### config.mk
export PLATFORM = sky130hd
export DESIGN_NAME = multicycle_ctrl
export DESIGN_NICKNAME = d
export VERILOG_FILES = /design/src/rtl/multicycle_ctrl.sv
export SDC_FILE = /design/constraint.sdc
export NUM_CORES = 1
export LEC_CHECK = 0
export ABC_CLOCK_PERIOD_IN_PS = 2300
export CORE_UTILIZATION = 35
export CTS_CLUSTER_SIZE = 16
export DETAILED_ROUTE_END_ITERATION = 8
export PLACE_DENSITY = 0.67
export SYNTH_ARGS = -nofsm -noshare
export SYNTH_HDL_FRONTEND = slang
export SYNTH_SLANG_ARGS = --single-unit
### constraint.sdc
create_clock -name clk -period 2.3 [get_ports clk]
set_input_delay 0.46 -clock clk [delete_from_list [all_inputs] [get_ports clk]]
set_output_delay 0.46 -clock clk [all_outputs]
set_load 0.05 [all_outputs]
### src/rtl/multicycle_ctrl.sv
// multicycle_ctrl: multi-cycle control FSM; latches the fetched word into IR and sequences PC/RF/ALU/DMEM strobes.
// Optional macro CTRL_ILLEGAL_HALT_EN: undefined opcodes enter a sticky HALT state instead of running as a NOP.
module multicycle_ctrl #(
    parameter int OPW   = 6,
    parameter int FUNCW = 4
) (
    input  logic             clk,
    input  logic             reset,
    input  logic [31:0]      instr,
    input  logic             alu_zero,
    output logic [31:0]      PC_immed,
    output logic             PC_sel,
    output logic             PC_lden,
    output logic [4:0]       rs_addr,
    output logic [4:0]       rd_addr,
    output logic [4:0]       rt_addr,
    output logic             rf_b_sel,
    output logic             rf_we,
    output logic             rf_wrdata_sel,
    output logic             alu_bin_sel,
    output logic [FUNCW-1:0] alu_func,
    output logic [31:0]      imm_out,
    output logic             mem_we,
    output logic             byte_op,
    output logic             halted
);

    typedef enum logic [2:0] {
        S_FETCH  = 3'd0,
        S_DECODE = 3'd1,
        S_EXEC   = 3'd2,
        S_MEM    = 3'd3,
        S_WB     = 3'd4,
`ifdef CTRL_ILLEGAL_HALT_EN
        S_BRANCH = 3'd5,
        S_HALT   = 3'd6
`else
        S_BRANCH = 3'd5
`endif
    } state_t;

    typedef enum logic [3:0] {
        OP_RTYPE, OP_LI, OP_LUI, OP_ADDI, OP_ANDI, OP_ORI,
        OP_LB, OP_LW, OP_SW, OP_B, OP_BEQ, OP_BNE, OP_UNDEF
    } op_t;

    function automatic op_t classify(input logic [OPW-1:0] opc);
        case (opc)
            6'b100000: return OP_RTYPE;
            6'b111000: return OP_LI;
            6'b111001: return OP_LUI;
            6'b110000: return OP_ADDI;
            6'b110010: return OP_ANDI;
            6'b110011: return OP_ORI;
            6'b000011: return OP_LB;
            6'b001111: return OP_LW;
            6'b011111: return OP_SW;
            6'b111111: return OP_B;
            6'b000000: return OP_BEQ;
            6'b000001: return OP_BNE;
            default:   return OP_UNDEF;
        endcase
    endfunction

    function automatic logic [FUNCW-1:0] alu_func_of(input op_t op, input logic [FUNCW-1:0] fn);
        case (op)
            OP_RTYPE: return fn;
            OP_ANDI:  return FUNCW'(2);
            OP_ORI:   return FUNCW'(3);
            default:  return FUNCW'(0);
        endcase
    endfunction

    state_t           state_q, state_d;
    logic [31:0]      ir_q, ir_d;
    op_t              op_q, op_d;

    logic             lden_q, lden_d;
    logic             rf_we_q, rf_we_d;
    logic             mem_we_q, mem_we_d;
    logic             rf_b_sel_q, rf_b_sel_d;
    logic             wrdata_sel_q, wrdata_sel_d;
    logic             bin_sel_q, bin_sel_d;
    logic             byte_op_q, byte_op_d;
    logic [FUNCW-1:0] alu_func_q, alu_func_d;
    logic             br_uncond_q, br_uncond_d;
    logic             br_eq_q, br_eq_d;
    logic             br_ne_q, br_ne_d;
`ifdef CTRL_ILLEGAL_HALT_EN
    logic             halted_q, halted_d;
`endif

    assign op_q = classify(ir_q[31 -: OPW]);
    assign op_d = classify(ir_d[31 -: OPW]);

    always_comb begin
        state_d = state_q;
        ir_d    = ir_q;
        case (state_q)
            S_FETCH: state_d = S_DECODE;
            S_DECODE: begin
                ir_d = instr;
                case (classify(instr[31 -: OPW]))
                    OP_B, OP_BEQ, OP_BNE: state_d = S_BRANCH;
`ifdef CTRL_ILLEGAL_HALT_EN
                    OP_UNDEF:             state_d = S_HALT;
`else
                    OP_UNDEF:             state_d = S_BRANCH;
`endif
                    default:              state_d = S_EXEC;
                endcase
            end
            S_EXEC:   state_d = (op_q == OP_LB || op_q == OP_LW || op_q == OP_SW) ? S_MEM : S_WB;
            S_MEM:    state_d = (op_q == OP_SW) ? S_FETCH : S_WB;
            S_WB:     state_d = S_FETCH;
            S_BRANCH: state_d = S_FETCH;
`ifdef CTRL_ILLEGAL_HALT_EN
            S_HALT:   state_d = S_HALT;
`endif
            default:  state_d = S_FETCH;
        endcase
    end

    // Outputs are precomputed from the next state/IR so every strobe comes straight off a flop.
    always_comb begin
        lden_d       = 1'b0;
        rf_we_d      = 1'b0;
        mem_we_d     = 1'b0;
        rf_b_sel_d   = 1'b0;
        wrdata_sel_d = 1'b0;
        bin_sel_d    = 1'b0;
        byte_op_d    = 1'b0;
        alu_func_d   = '0;
        br_uncond_d  = 1'b0;
        br_eq_d      = 1'b0;
        br_ne_d      = 1'b0;
`ifdef CTRL_ILLEGAL_HALT_EN
        halted_d     = 1'b0;
`endif
        case (state_d)
            S_EXEC, S_MEM, S_WB: begin
                alu_func_d = alu_func_of(op_d, ir_d[FUNCW-1:0]);
                bin_sel_d  = (op_d != OP_RTYPE);
                rf_b_sel_d = (op_d == OP_SW);
                if (state_d == S_MEM) begin
                    mem_we_d  = (op_d == OP_SW);
                    lden_d    = (op_d == OP_SW);
                    byte_op_d = (op_d == OP_LB);
                end
                if (state_d == S_WB) begin
                    rf_we_d      = 1'b1;
                    lden_d       = 1'b1;
                    wrdata_sel_d = (op_d == OP_LB || op_d == OP_LW);
                    byte_op_d    = (op_d == OP_LB);
                end
            end
            S_BRANCH: begin
                lden_d      = 1'b1;
                rf_b_sel_d  = 1'b1;
                alu_func_d  = FUNCW'(1);
                br_uncond_d = (op_d == OP_B);
                br_eq_d     = (op_d == OP_BEQ);
                br_ne_d     = (op_d == OP_BNE);
            end
`ifdef CTRL_ILLEGAL_HALT_EN
            S_HALT: halted_d = 1'b1;
`endif
            default: ;
        endcase
    end

    always_ff @(posedge clk or posedge reset) begin
        if (reset) begin
            state_q      <= S_FETCH;
            ir_q         <= '0;
            lden_q       <= 1'b0;
            rf_we_q      <= 1'b0;
            mem_we_q     <= 1'b0;
            rf_b_sel_q   <= 1'b0;
            wrdata_sel_q <= 1'b0;
            bin_sel_q    <= 1'b0;
            byte_op_q    <= 1'b0;
            alu_func_q   <= '0;
            br_uncond_q  <= 1'b0;
            br_eq_q      <= 1'b0;
            br_ne_q      <= 1'b0;
`ifdef CTRL_ILLEGAL_HALT_EN
            halted_q     <= 1'b0;
`endif
        end else begin
            state_q      <= state_d;
            ir_q         <= ir_d;
            lden_q       <= lden_d;
            rf_we_q      <= rf_we_d;
            mem_we_q     <= mem_we_d;
            rf_b_sel_q   <= rf_b_sel_d;
            wrdata_sel_q <= wrdata_sel_d;
            bin_sel_q    <= bin_sel_d;
            byte_op_q    <= byte_op_d;
            alu_func_q   <= alu_func_d;
            br_uncond_q  <= br_uncond_d;
            br_eq_q      <= br_eq_d;
            br_ne_q      <= br_ne_d;
`ifdef CTRL_ILLEGAL_HALT_EN
            halted_q     <= halted_d;
`endif
        end
    end

    // Branch flags are only set in BRANCH, so PC_sel stays low outside the PC_lden cycle.
    assign PC_sel   = br_uncond_q | (br_eq_q & alu_zero) | (br_ne_q & ~alu_zero);
    assign PC_lden  = lden_q;
    assign PC_immed = {{14{ir_q[15]}}, ir_q[15:0], 2'b00};

    always_comb begin
        case (op_q)
            OP_ANDI, OP_ORI: imm_out = {16'h0000, ir_q[15:0]};
            OP_LUI:          imm_out = {ir_q[15:0], 16'h0000};
            default:         imm_out = {{16{ir_q[15]}}, ir_q[15:0]};
        endcase
    end

    assign rs_addr       = ir_q[25:21];
    assign rd_addr       = ir_q[20:16];
    assign rt_addr       = ir_q[15:11];
    assign rf_b_sel      = rf_b_sel_q;
    assign rf_we         = rf_we_q;
    assign rf_wrdata_sel = wrdata_sel_q;
    assign alu_bin_sel   = bin_sel_q;
    assign alu_func      = alu_func_q;
    assign mem_we        = mem_we_q;
    assign byte_op       = byte_op_q;
`ifdef CTRL_ILLEGAL_HALT_EN
    assign halted        = halted_q;
`else
    assign halted        = 1'b0;
`endif

endmodule

Word level (Yosys, flattened, before mapping)
Index checks and enable logic that the tools add are counted.
{"block": "op_classes", "n_addsub": 0, "multipliers": 0, "n_div": 0, "order_cmp": 0, "eq_ne": 58, "n_shift": 0, "muxes": 28, "bitwise": 5, "n_reduce_logical": 12}
{"op": "4-bit case mux with 12 select lines", "count": 3}
{"op": "6-bit == test (second input constant)", "count": 21}
{"op": "32-bit case mux with 2 select lines", "count": 1}
{"op": "4-bit == test (second input constant)", "count": 9}
{"op": "4-bit by 3-bit == test with 1-bit output (second input constant)", "count": 8}
{"op": "32-bit two-way mux", "count": 1}
{"op": "6-bit by 1-bit == test with 1-bit output (second input constant)", "count": 3}
{"op": "6-bit by 2-bit == test with 1-bit output (second input constant)", "count": 3}
{"op": "6-bit by 4-bit == test with 1-bit output (second input constant)", "count": 3}
{"op": "6-bit by 5-bit == test with 1-bit output (second input constant)", "count": 3}
{"op": "6-bit logical NOT", "count": 3}
{"op": "1-bit two-way mux", "count": 14}
{"op": "3-bit by 2-bit == test with 1-bit output (second input constant)", "count": 4}
{"op": "3-bit case mux with 4 select lines", "count": 1}
{"op": "4-bit case mux with 3 select lines", "count": 1}
{"op": "3-bit two-way mux", "count": 3}
{"op": "4-bit case mux with 2 select lines", "count": 1}
{"op": "3-bit == test (second input constant)", "count": 2}
{"op": "4-bit by 2-bit == test with 1-bit output (second input constant)", "count": 1}
{"op": "4-bit logical NOT", "count": 1}
{"op": "4-bit two-way mux", "count": 1}
{"op": "1-bit case mux with 2 select lines", "count": 2}
{"op": "4-bit nonzero test", "count": 1}
{"op": "4-bit OR reduction", "count": 1}
{"op": "8 further kinds", "count": 12}
{"block": "totals", "ff_bits": 49, "latchBits": 0, "mem_bits_rw": 0, "romBits": 0, "input_bits": 35, "output_inout_bits": 92, "wordCells": 117, "memories": 0}

Longest topological paths before layout
Gate-level depths: netlist of run 1.
{"block": "depth", "depth_word": 11, "ltp_mapped": 7, "depth_no_buf": 6}

Worst setup path after synthesis of run 1
Ideal clock, no wire load.
{"block": "synth_timing", "path_type": "flip-flop to output port", "start": "register ir_q[15]", "end": "output imm_out[16]", "arrival_ns": 2.627, "required_time_ns": 1.840, "slack_ns": -0.787, "path_stages_with_launch": 6, "n_path_buf": 1, "path_cell_list": "dfrtp_1 inv_1 a41oi_1 nor2b_1 clkbuf_1 a21o_1"}
{"block": "synth_via", "elab_chain_len": 1}
{"item": "start, declared", "line_no": "75", "text": "logic [31:0] ir_q, ir_d;"}
{"item": "start signal, assigned", "line_no": "192", "text": "ir_q <= ir_d;"}
{"item": "32-bit case mux with 2 select lines", "line_no": "216", "text": "case (op_q)"}
{"item": "end, declared", "line_no": "22", "text": "output logic [31:0] imm_out,"}
Every way passes these cells.

Worst setup path in the final report of run 1
{"block": "layout_timing", "start": "register ir_q[27]", "end": "output imm_out[28]"}
{"block": "layout_via", "elab_chain_len": 5, "word_cells_on_any_way": 18, "classes_between": "14 x eq/ne; 2 x mux; 2 x reduce/logical"}
{"item": "6-bit by 1-bit == test with 1-bit output (tied with other cells)", "line_no": "48", "text": "case (opc)"}
{"item": "4-bit case mux with 12 select lines *", "line_no": "48"}
{"item": "4-bit by 3-bit == test with 1-bit output", "line_no": "216"}
{"item": "2-bit OR reduction", "line_no": "216"}
{"item": "32-bit case mux with 2 select lines *", "line_no": "216"}
Mark *: on every way between the ends. The rest lies on a longest branch, timed or not.

==> impl_metrics.env, run 1 <==
export IMPL_status="completed"
export IMPL_ys_ff_latch=49
export IMPL_multi_input_area_sq_um=1331
export IMPL_fillers=756
export IMPL_final_period_utilization=0.9884
export IMPL_finalSetupViolations=0
export IMPL_dieHeight_um=93.60
export IMPL_clk_pin_slew_ps=80
export IMPL_syn2layout_area_growth_pct=52.24
export IMPL_ys_flop_type="dfrtp_1"
export IMPL_grt_ovfl_total=0
export IMPL_grtUsageTotal=0.1934
export IMPL_num_io_pins=127
export IMPL_rsz0062_at_grt="true"
export IMPL_worstPathRequired_ps=1840
export IMPL_clock_latency_ps=300
export IMPL_synth_xor_area_frac=0
export IMPL_tns_ps=0
export IMPL_regArea_sq_um=1231
export IMPL_synth_edf_count=0
export IMPL_yosys_area_top_type="dfrtp_1"
export IMPL_max_slew_margin=0.6498
export IMPL_synth_area_leaders="dfrtp_1, buf_4, nand2_1"
export IMPL_fmax_mhz=439.9
export IMPL_dp_worst_setup_slack_ps=-20.80
export IMPL_num_vias=2616
export IMPL_yosysTopAreaCellShare=0.4176
export IMPL_yosysSeqAreaShare=0.4176
export IMPL_max_cap_violations=0
export IMPL_fp_row_count=33
export IMPL_synth_top_family_by_area="simple AND/OR/NAND/NOR gates"
export IMPL_grt_pass1_wl_mm=13.04
export IMPL_wirelength_mm=8.009
export IMPL_yosys_area_share_adder=0
export IMPL_avgSynthCellArea_sq_um=8.586
export IMPL_root_buffer="clkbuf_8"
export IMPL_drtPass1Iterations=6
export IMPL_routabilityCongestion=0.9324
export IMPL_critPathKind="register to primary output"
export IMPL_cts_sinks=49
export IMPL_cts_made_buffers=5
export IMPL_fin_util=0.5468
export IMPL_cts_tree="built"
export IMPL_htree_levels=2
export IMPL_drv_slew=0
export IMPL_die_x_um=93.60
export IMPL_fin_crit_ps=2273
export IMPL_yosysWarnings=0
export IMPL_antenna_found_initial=0
export IMPL_skew_ps=6.345
export IMPL_place_hpwl_mm=5.818
export IMPL_fin_ws_ps=26.60
export IMPL_worstPathArrival_ps=1810
export IMPL_max_slew_worst_pin_slew_ps=523.7
export IMPL_fp_dieArea_sq_um=8760
export IMPL_syn_instance_count=342
export IMPL_port_buffers=123
export IMPL_synth_cell_types=49
export IMPL_synth_area_sq_um=2937
export IMPL_dr_first_iter_drc_count=166
export IMPL_synth_compound_area_frac=0.1133
export IMPL_core_sq_um=8175
export IMPL_nets=475
export IMPL_initial_core_util=0.3592
export IMPL_n_antenna_cell=0
export IMPL_whs_ps=464.1
export IMPL_drc=0
export IMPL_r2r_cells=7
export IMPL_synth_mux_area_frac=0.02940
export IMPL_critPathLaunchType="register"
export IMPL_clockBufferDepth=2
export IMPL_hold_path_class="input port to asynchronous set/reset pin"
export IMPL_drive_gt1_frac=0.2409
export IMPL_hold_viol=0
export IMPL_ys_async_sr_fraction=1.000
export IMPL_end_kind="primary output"
export IMPL_synth_simple_area_share=0.2752
export IMPL_grt_max_degree=32
export IMPL_via_per_inst=4.800
export IMPL_cp_max_fo=8
export IMPL_grt_pass1_vias=2550
export IMPL_ant_nets=0
export IMPL_wl_per_cell_um=14.70
[path summary, 6_finish.rpt]
kind                                      startpoint                    to  slack, ps
worst max-delay path              ir_q[27]$_DFF_PP0_           imm_out[28]         30
worst min-delay path                           reset  ir_q[24]$_DFFE_PP0P_        460
worst max register to register  state_q[1]$_DFF_PP0_     br_eq_q$_DFF_PP0_        200
worst min register to register  ir_q[23]$_DFFE_PP0P_  ir_q[23]$_DFFE_PP0P_        480
max in group asynchronous                      reset    ir_q[30]$_DFF_PP0_       1320
min in group clk                ir_q[23]$_DFFE_PP0P_  ir_q[23]$_DFFE_PP0P_        480
[timing repair]
item | CTS | global route
gates cloned | 1 | 0
pin swaps | 1 | 2
resized for setup | 8 | 19
setup endpoints to repair | 31 | 32
hold buffers | 0 | 0
setup buffers | 4 | 4
[layout by cell type (no fill, tap or decap), types with 5 or more instances in the layout]
cell type / synthesis / routed
a21o_2: 0 / 12
buf_12: 0 / 18
buf_4: 50 / 33
buf_6: 1 / 12
clkbuf_8: 0 / 6
clkdlybuf4s50_1: 0 / 90
dfrtp_1: 49 / 45
inv_1: 7 / 6
mux2i_1: 6 / 5
nand2_1: 92 / 92
nand2b_1: 5 / 5
nand3_1: 9 / 9
nor2_1: 10 / 10
nor2b_1: 18 / 17
nor3_1: 5 / 5
o21ai_0: 7 / 7
[critical path: stages, from the launching register on]
cell and delay [ps]:
dfrtp_2 410, nand4b_1 260, nor3b_4 230, buf_6 170, nor2b_4 80, a21o_2 220
buf_12 150
[state kept, by name, indices dropped and copies added (netlist names)]
register       cells
alu_bin_sel        1
rf_wrdata_sel      1
rf_we              1
rf_b_sel           1
alu_func           4
br_uncond_q        1
byte_op            1
ir_q              32
state_q            3
mem_we             1
br_eq_q            1
br_ne_q            1
PC_lden            1
[metrics by stage]
step	area (sq um)	instances
floorplan	2987	344
global placement	4208	529
detailed placement	4208	529
CTS	4360	541
global route	4471	545
finish	4471	545
[Yosys cell counts (2+ instances only)]
library cell and number:
nor3b_1 4, nand4b_1 2, or3_1 4, mux2i_1 6, or2_2 2, a21o_1 15, inv_1 7, o311ai_0 2
a21oi_1 4, clkbuf_1 11, nor4bb_1 2, and2_1 3, buf_1 2, a41oi_1 2, a211oi_1 3, and3_1 2
o21ai_0 7, nand3_1 9, nor2_1 10, nand2b_1 5, a211o_1 2, a31o_2 2, nand2_1 92, nor3_1 5
dfrtp_1 49, nor2b_1 18, buf_4 50
[cells by family after synthesis]
family,Yosys count
muxes,8
and+or+nand+nor,165
DFF,49
other,1
AOI/OAI and AO/OA,45
buffers and inverters,74
[layout make-up]
| cell class | count | area share |
|---|---|---|
| multi-input cells | 222 | 0.2978 |
| flip-flops and latches | 49 | 0.2754 |
| well taps | 105 | 0.02939 |
| inverters | 8 | 0.006997 |
| repair buffers | 154 | 0.3711 |
| clock buffers | 7 | 0.01931 |
[routing by layer]
metal / share of wire / vias to the layer above / track usage / wire length [um]
met4: 0.0065 / 0 / 0.04487 / 52
met3: 0.082 / 8 / 0.05610 / 655
met2: 0.48 / 95 / 0.3199 / 3870
met1: 0.43 / 1239 / 0.2491 / 3431
li1: - / 1274 / - / -
met5: 0 / - / 0 / 0
Power of run 1 is left out: the tool's default activity adds up to more than one toggle a clock period on the data nets, which glitch-free logic cannot reach.
==> inputs of run 2 (changes only) <==
--- a/config.mk
+++ b/config.mk
@@ -6,6 +6,7 @@
 export NUM_CORES = 1
 export LEC_CHECK = 0
 export ABC_CLOCK_PERIOD_IN_PS = 2300
+export CORE_ASPECT_RATIO = 1.4
 export CORE_UTILIZATION = 35
 export CTS_CLUSTER_SIZE = 16
 export DETAILED_ROUTE_END_ITERATION = 8
==> run 2 against run 1 <==
Compared with the run above:
- worst hold slack gained 12 ps
- first-iteration DRC count shrank 30%
- count of clock-buffer cells in the layout did not move
- clock skew decreased by 2.5 ps
- non-clock buffer count increased by 7
- setup slack lost 2.1 ps
- cell area shrank 0.36%
- critical path depth stayed put
- sequential share of layout area up 0.073 points
- cell count grew 0.73%
- largest cell class unchanged
==> impl_metrics.env, run 2 (synthesis gave the netlist of run 1 again) <==
export IMPL_dr_first_iter_drc_count=116
export IMPL_htree_levels=2
export IMPL_initial_core_util=0.3604
export IMPL_clk_pin_slew_ps=60
export IMPL_skew_ps=3.831
export IMPL_finalSetupViolations=0
export IMPL_cts_made_buffers=5
export IMPL_num_io_pins=127
export IMPL_cp_max_fo=15
export IMPL_rsz0062_at_grt="true"
export IMPL_drc=0
export IMPL_critPathKind="register to primary output"
export IMPL_cts_tree="built"
export IMPL_grt_ovfl_total=0
export IMPL_core_sq_um=8149
export IMPL_hold_path_class="register to register"
export IMPL_nets=481
export IMPL_max_cap_violations=0
export IMPL_fp_dieArea_sq_um=8766
export IMPL_worstPathArrival_ps=1820
export IMPL_largest_reg_flops=32
export IMPL_num_vias=2644
export IMPL_grt_pass1_wl_mm=12.51
export IMPL_n_antenna_cell=0
export IMPL_hold_viol=0
export IMPL_root_buffer="clkbuf_16"
export IMPL_end_kind="primary output"
export IMPL_crit_family="simple AND/OR/NAND/NOR gates"
export IMPL_grt_pass1_vias=2589
export IMPL_final_period_utilization=0.9893
export IMPL_fin_crit_ps=2275
export IMPL_worstPathRequired_ps=1840
export IMPL_dieHeight_um=110.4
export IMPL_critPathLaunchType="register"
export IMPL_port_buffers=123
export IMPL_drtPass1Iterations=4
export IMPL_max_stage_delay_ps=450
export IMPL_mostFrequentLayoutCell="nand2_1"
export IMPL_grtUsageTotal=0.1842
export IMPL_grt_max_degree=29
export IMPL_ant_nets=0
export IMPL_clock_latency_ps=280
export IMPL_clockBufferDepth=2
export IMPL_fp_row_count=39
export IMPL_place_hpwl_mm=6.041
export IMPL_fin_util=0.5466
export IMPL_wl_per_cell_um=14.50
export IMPL_hold_buffers=0
export IMPL_drive_gt1_frac=0.2506
export IMPL_wirelength_mm=7.959
export IMPL_drv_slew=0
export IMPL_syn2layout_area_growth_pct=51.68
export IMPL_antenna_found_initial=0
export IMPL_crit_buf_inv=2
export IMPL_via_per_inst=4.816
export IMPL_regMostFlops="ir_q"
export IMPL_die_x_um=79.42
export IMPL_fmax_mhz=439.5
export IMPL_status="completed"
export IMPL_cts_sinks=49
export IMPL_slowest_stage="dfrtp_2"
export IMPL_whs_ps=475.9
export IMPL_routabilityCongestion=0.8750
export IMPL_max_slew_worst_pin_slew_ps=546.3
export IMPL_max_slew_margin=0.6346
export IMPL_crit_chain="nand4b_1, nor3b_4, buf_6, nor2b_4, a21o_2, buf_8"
export IMPL_layout_common_cells="nand2_1, clkdlybuf4s50_1, buf_4"
run 2: cell types whose count changed in the layout (fill, tap and decap cells not counted), moves of 4 or more:
cell	change
clkbuf_8	-4
buf_6	-9
clkbuf_16	+5
buf_8	+13
buf_12	-15
buf_4	+18
run 2: area by class of cell:
cell class	count	area, sq um
Inverter	8	31.28
Clock buffer	7	152.6
Tap cell	102	127.6
Timing Repair Buffer	161	1588
Clock inverter	1	5.005
Sequential cell	49	1230
Fill cell	723	3695
Multi-Input combinational cell	221	1320
run 2: through the flow:
| step | TNS [ps] | worst slack, ps | cell area [sq um] | instances |
|---|---|---|---|---|
| floorplan | 0 | 21.90 | 2987 | 344 |
| global placement | -2.201 | -2.201 | 4084 | 535 |
| detailed placement | -19.82 | -19.82 | 4084 | 535 |
| CTS | 0 | 0.5880 | 4364 | 550 |
| global route | -997.6 | -77.43 | 4454 | 549 |
| finish | 0 | 24.51 | 4454 | 549 |
run 2: layer usage:
| layer | vias to the layer above | track usage | part of all wire | routed length (um) |
|---|---|---|---|---|
| li1 | 1284 | - | - | - |
| met1 | 1243 | 0.2041 | 0.38 | 2995 |
| met2 | 98 | 0.3485 | 0.55 | 4360 |
| met3 | 19 | 0.01893 | 0.044 | 353 |
| met4 | 0 | 0.08701 | 0.031 | 250 |
| met5 | - | 0 | 0 | 0 |
run 2: final timing paths:
| kind | start | endpoint | slack, ps | depth (start not counted) |
|---|---|---|---|---|
| worst max register to register | state_q[2]$_DFF_PP0_ | br_eq_q$_DFF_PP0_ | 200 | 8 |
| worst min register to register | ir_q[18]$_DFFE_PP0P_ | ir_q[18]$_DFFE_PP0P_ | 480 | 2 |
| worst min-delay path | ir_q[18]$_DFFE_PP0P_ | ir_q[18]$_DFFE_PP0P_ | 480 | 2 |
| worst max-delay path | ir_q[30]$_DFF_PP0_ | imm_out[17] | 20 | 6 |
| min in group asynchronous | reset | ir_q[19]$_DFFE_PP0P_ | 530 | 2 |
| max in group asynchronous | reset | ir_q[30]$_DFF_PP0_ | 1250 | 3 |
run 2: worst reg2reg max path: stages, from the launching register on:
cell	delay, ps
dfrtp_1	430
nor3b_4	250
buf_12	160
buf_4	150
mux2i_1	360
o32ai_1	140
a2bb2oi_1	160
buf_4	140
and4bb_1	200
run 2: repair_timing:
| item | 4_1_cts | 5_1_grt |
|---|---|---|
| gates resized for setup | 9 | 30 |
| buffers inserted | 6 | 8 |
| hold endpoints to repair | 0 | 0 |
| gates cloned | 1 | 0 |
| pin swaps | 1 | 3 |
| setup endpoints to repair | 31 | 34 |
Power of run 2 is left out for the same reason.
